**src/rtl/gf2_pkg.sv**
```systemverilog
// rtl/gf2_pkg.sv - shared types and helpers for the GF(2) matrix-vector sequencer
package gf2_pkg;

  typedef enum logic [1:0] {
    ST_IDLE    = 2'd0,
    ST_COMPUTE = 2'd1,
    ST_DONE    = 2'd2
  } state_t;

  // Row-index width, never narrower than one bit.
  function automatic int idx_w(input int n);
    return (n > 1) ? $clog2(n) : 1;
  endfunction

endpackage

```
**src/rtl/gf2_dot.sv**
```systemverilog
// rtl/gf2_dot.sv - combinational GF(2) dot product of one matrix row with a vector
module gf2_dot #(
  parameter int N = 4
) (
  input  logic [N-1:0] row,
  input  logic [N-1:0] vec,
  output logic         bit_out
);

  assign bit_out = ^(row & vec);

endmodule

```
**src/rtl/gf2_matvec_seq.sv**
```systemverilog
// rtl/gf2_matvec_seq.sv - computes M^k * v over GF(2) using one shared row dot-product unit
module gf2_matvec_seq
  import gf2_pkg::*;
#(
  parameter int N   = 4,
  parameter int K_W = 8
) (
  input  logic                 clk,
  input  logic                 rst_n,
  input  logic                 row_we,
  input  logic [$clog2(N)-1:0] row_addr,
  input  logic [N-1:0]         row_data,
  input  logic                 in_valid,
  output logic                 in_ready,
  input  logic [N-1:0]         in_vec,
  input  logic [K_W-1:0]       in_iter,
  output logic                 out_valid,
  input  logic                 out_ready,
  output logic [N-1:0]         out_vec,
  output logic                 busy
);

  localparam int RW = idx_w(N);
  localparam logic [RW-1:0] LAST_ROW = RW'(N - 1);

  state_t         state;
  state_t         state_nxt;
  logic [N-1:0]   mat [N];
  logic [N-1:0]   w;
  logic [N-1:0]   nxt;
  logic [N-1:0]   nxt_full;
  logic [N-1:0]   out_vec_q;
  logic [RW-1:0]  r;
  logic [K_W-1:0] k;
  logic           out_valid_q;
  logic           dot_bit;
  logic           accept;
  logic           last_row;
  logic           last_pass;

  assign accept    = in_valid & in_ready;
  assign last_row  = (r == LAST_ROW);
  assign last_pass = (k == K_W'(1));

  gf2_dot #(.N(N)) u_dot (
    .row     (mat[r]),
    .vec     (w),
    .bit_out (dot_bit)
  );

  // Accumulator including the bit produced this cycle, so the last row can write back directly.
  always_comb begin
    nxt_full    = nxt;
    nxt_full[r] = dot_bit;
  end

  always_ff @(posedge clk or negedge rst_n) begin
    if (!rst_n) begin
      state <= ST_IDLE;
    end else begin
      state <= state_nxt;
    end
  end

  always_comb begin
    state_nxt = state;
    case (state)
      ST_IDLE: begin
        if (accept) begin
          state_nxt = (in_iter == '0) ? ST_DONE : ST_COMPUTE;
        end
      end
      ST_COMPUTE: begin
        if (last_row && last_pass) begin
          state_nxt = ST_DONE;
        end
      end
      ST_DONE: begin
        if (out_ready) begin
          state_nxt = ST_IDLE;
        end
      end
      default: state_nxt = ST_IDLE;
    endcase
  end

  always_comb begin
    in_ready = (state == ST_IDLE);
    busy     = (state == ST_COMPUTE) || (state == ST_DONE);
  end

  assign out_valid = out_valid_q;
  assign out_vec   = out_vec_q;

  // Matrix writes are only taken in IDLE so M is frozen for the duration of a job.
  always_ff @(posedge clk or negedge rst_n) begin
    if (!rst_n) begin
      for (int i = 0; i < N; i++) begin
        mat[i] <= '0;
      end
    end else if (row_we && in_ready) begin
      for (int i = 0; i < N; i++) begin
        if (row_addr == RW'(i)) begin
          mat[i] <= row_data;
        end
      end
    end
  end

  always_ff @(posedge clk or negedge rst_n) begin
    if (!rst_n) begin
      w           <= '0;
      nxt         <= '0;
      r           <= '0;
      k           <= '0;
      out_vec_q   <= '0;
      out_valid_q <= 1'b0;
    end else begin
      out_valid_q <= (state_nxt == ST_DONE);
      case (state)
        ST_IDLE: begin
          if (accept) begin
            w <= in_vec;
            k <= in_iter;
            r <= '0;
            if (in_iter == '0) begin
              out_vec_q <= in_vec;
            end
          end
        end
        ST_COMPUTE: begin
          nxt <= nxt_full;
          if (last_row) begin
            w <= nxt_full;
            r <= '0;
            if (k != '0) begin
              k <= k - K_W'(1);
            end
            if (last_pass) begin
              out_vec_q <= nxt_full;
            end
          end else begin
            r <= r + RW'(1);
          end
        end
        default: begin
        end
      endcase
    end
  end

endmodule

```
**config.mk**
```make
export PLATFORM = sky130hd
export DESIGN_NAME = gf2_matvec_seq
export DESIGN_NICKNAME = d
export VERILOG_FILES = /design/src/rtl/gf2_pkg.sv /design/src/rtl/gf2_dot.sv /design/src/rtl/gf2_matvec_seq.sv
export SDC_FILE = /design/constraint.sdc
export NUM_CORES = 1
export LEC_CHECK = 0
export CAP_MARGIN = 40
export CORE_ASPECT_RATIO = 2
export CORE_UTILIZATION = 55
export DETAILED_ROUTE_END_ITERATION = 8
export PLACE_DENSITY = 0.8
export SYNTH_ARGS = -nofsm -noshare
export SYNTH_HDL_FRONTEND = slang
export SYNTH_SLANG_ARGS = --single-unit
```
**constraint.sdc**
```tcl
create_clock -name clk -period 2.4 [get_ports clk]
set_input_delay 0.24 -clock clk [delete_from_list [all_inputs] [get_ports clk]]
set_output_delay 0.24 -clock clk [all_outputs]
set_load 0.05 [all_outputs]
```
==> results.toml <==
[worst_setup_path]
required_ps = 2160
critical_path.max_fanout = 7
slowest_delay_ps = 800
end_kind = "output port"
cp_slowest_cell = "clkdlybuf4s50_1"
critPathKind = "flip-flop to output port"
cp_top_family = "buffers and inverters"
startpoint = "state[0]"
critical_path_buf_inv_count = 3
crit_chain = "inv_1 -> ha_2 -> buf_4 -> clkdlybuf4s50_1"
r2r-start = "k[3]"
worst_ep_arrival_time_ps = 1960
start_kind = "flip-flop"

[floorplan]
placementRows = 32
start_util_pct = 58.42
io-pin-count = 30
dieHeight_um = 93.30
core_area_um2 = 3924
fp.dieW_um = 47.65
die-area_um2 = 4446

[clocking]
clockBufferDepth = 2
numCtsBuffers = 5
clock_sinks = 41
path_clk_slew_ps = 80
postCtsHoldBufs = 1
cts_setup_buffers = 0
htree_levels = 2
insertion_delay_ps = 300
cts_resized = 0
root_buffer = "clkbuf_8"
cts_tree = "done"

[logic_synthesis]
yosysWarnings = 0
ys_ff_latch = 41
syn_nets = 256
synth_flop_cell = "dfrtp_1"
seq_area_frac_synth_pct = 44.76
synthTopCellsByArea = "dfrtp_1 45%, mux2_2 7.9%, ha_1 5.5%"
synth_cells = 223
synth_top_area_share_pct = 44.76
yosysTopAreaCell = "dfrtp_1"
synth_area_um2 = 2292
synth_edf_count = 0
async_flop_share_pct = 100.0
synth.avg_cell_area_um2 = 10.28
synth.distinct_cells = 43

[pwr]
p_leak_uw = 0.001239
p_sw_share_pct = 40.32
clkPwrFrac_pct = 16.8
power.switching_uw = 1575
vdd_drop_max_mv = 1.085
combPwrFrac_pct = 50.5
power.density_nw_per_um2 = 1384
internal_power_uw = 2331
pwr-share-seq_pct = 32.7

[sta]
skew_ps = 13.38
worstMarginPinSlew_ps = 643.1
setup_viol = 0
timing.fmax_mhz = 454.7
period_share_pct = 91.63
tns_ps = 0
maxSlewHeadroom_pct = 56.80
worst_slack_ps = 200.8
drv_slew = 0
fin_crit_ps = 2199
hold_violations = 0
grt_setup_unrepaired = "no"

[global_route]
antenna_found_initial = 0
grt_max_degree = 35
overflow = 0
grt_use_total_pct = 26.38
use_met3_pct = 5.212
use_met2_pct = 48.86
grt_pass1_wl_um = 8245
grt-busiest-layer = "met2"
grt_pass1_vias = 1894
met1_usage_pct = 25.85

[finish]
num_antenna_cells = 0
syn2layout_area_growth_pct = 23.09
layout_commonest_cell = "dfrtp_1"
final_net_count = 292
final_cell_mix = "41 x dfrtp_1, 28 x clkdlybuf4s50_1, 17 x o21ai_0"
final_util_pct = 71.91
drive_gt1_share_pct = 18.46

[placement]
gp_congestion = 0.8028
port_buffers = 29
dp_slack_ps = 86.74
dp_hpwl_um = 3899

[min_path]
hp-class = "input port to async pin"

[flow_run]
maxCapViolCount = 0

[route]
drt.antenna.violating_nets = 0
vias_per_cell = 5.839
wl_per_cell_um = 16.54
wirelength_um = 5143
drt_iter0_markers = 46
drc = 0
firstDrtPassIters = 4
num_vias = 1816

[outcome]
status = "completed"
cell families (layout without fill, tap and decap cells):
logic type	count (synthesis)	in the layout	synth area share (%)
muxes	29	29	15.72
adders and majority gates	10	10	5.459
xor gates and xnor gates	4	4	1.529
DFF	41	41	44.76
and+or+nand+nor	57	57	12.28
AOI/OAI and AO/OA	54	54	14.96
buffers and inverters	28	65	5.294
metrics by stage:
step / hold slack (ps) / cell area [um^2] / instances / power, uW
6_report: 426.4 / 2821 / 311 / 3906
5_1_grt: 455.2 / 2821 / 311 / 4163
4_1_cts: 388.6 / 2821 / 311 / 3927
3_5_place_dp: 176.4 / 2678 / 302 / 3257
3_3_place_gp: 412.6 / 2650 / 300 / 3138
2_1_floorplan: -55.59 / 2295 / 223 / 2698
flip-flops by register name, summed over array words and instances, names as in the netlist:
register,flops
out_valid,1
r,2
k,8
out_vec,4
state,2
mat,16
nxt,4
w,4
synth_stat cells, types with 2 or more instances:
cell type	count
buf_2	6
nor3_1	4
nand2_1	15
nand4_1	3
o31a_1	2
nor4_1	2
ha_1	10
xnor2_1	3
inv_1	16
mux4_2	4
mux2_2	16
nor3b_1	2
a221o_1	2
a21o_1	2
nand3_1	2
a31oi_1	7
clkbuf_1	4
or2_2	3
nor2b_1	3
dfrtp_1	41
a21oi_1	13
mux2i_1	9
nor2_1	16
nand2b_1	3
o21ai_0	17
power groups by stage:
| stage | clock, uW | combinational [uW] | sequential [uW] |
|---|---|---|---|
| 6_report | 654 | 1970 | 1280 |
| 5_1_grt | 689 | 2150 | 1320 |
| 4_1_cts | 663 | 1990 | 1280 |
| 3_5_place_dp | 0 | 1970 | 1290 |
| 3_3_place_gp | 0 | 1860 | 1280 |
| 2_1_floorplan | 0 | 1410 | 1290 |
worst paths after layout:
check | slack, ps | depth (start not counted) | end
setup / recovery | 200 | 4 | in_ready
hold / removal | 430 | 2 | out_valid
setup reg to reg | 250 | 5 | k[5]
hold reg to reg | 500 | 2 | nxt[3]
max in group asynchronous | 1500 | 3 | mat[12]
min in group clk | 500 | 2 | nxt[3]
routing by layer:
layer | vias to the layer above | share of wire (%)
li1 | 872 | -
met1 | 889 | 36
met2 | 41 | 59
met3 | 14 | 2.3
met4 | 0 | 3.0
met5 | - | 0
layout make-up:
class | count | area, um^2
clock buffers | 5 | 68.82
clock inverters | 3 | 65.06
fillers | 314 | 1102
inverters | 16 | 60.06
multi-input cells | 154 | 1147
flip-flops and latches | 41 | 1026
well taps | 51 | 63.81
repair buffers | 41 | 390.4
No activity file was read; power rests on OpenSTA's default activity.
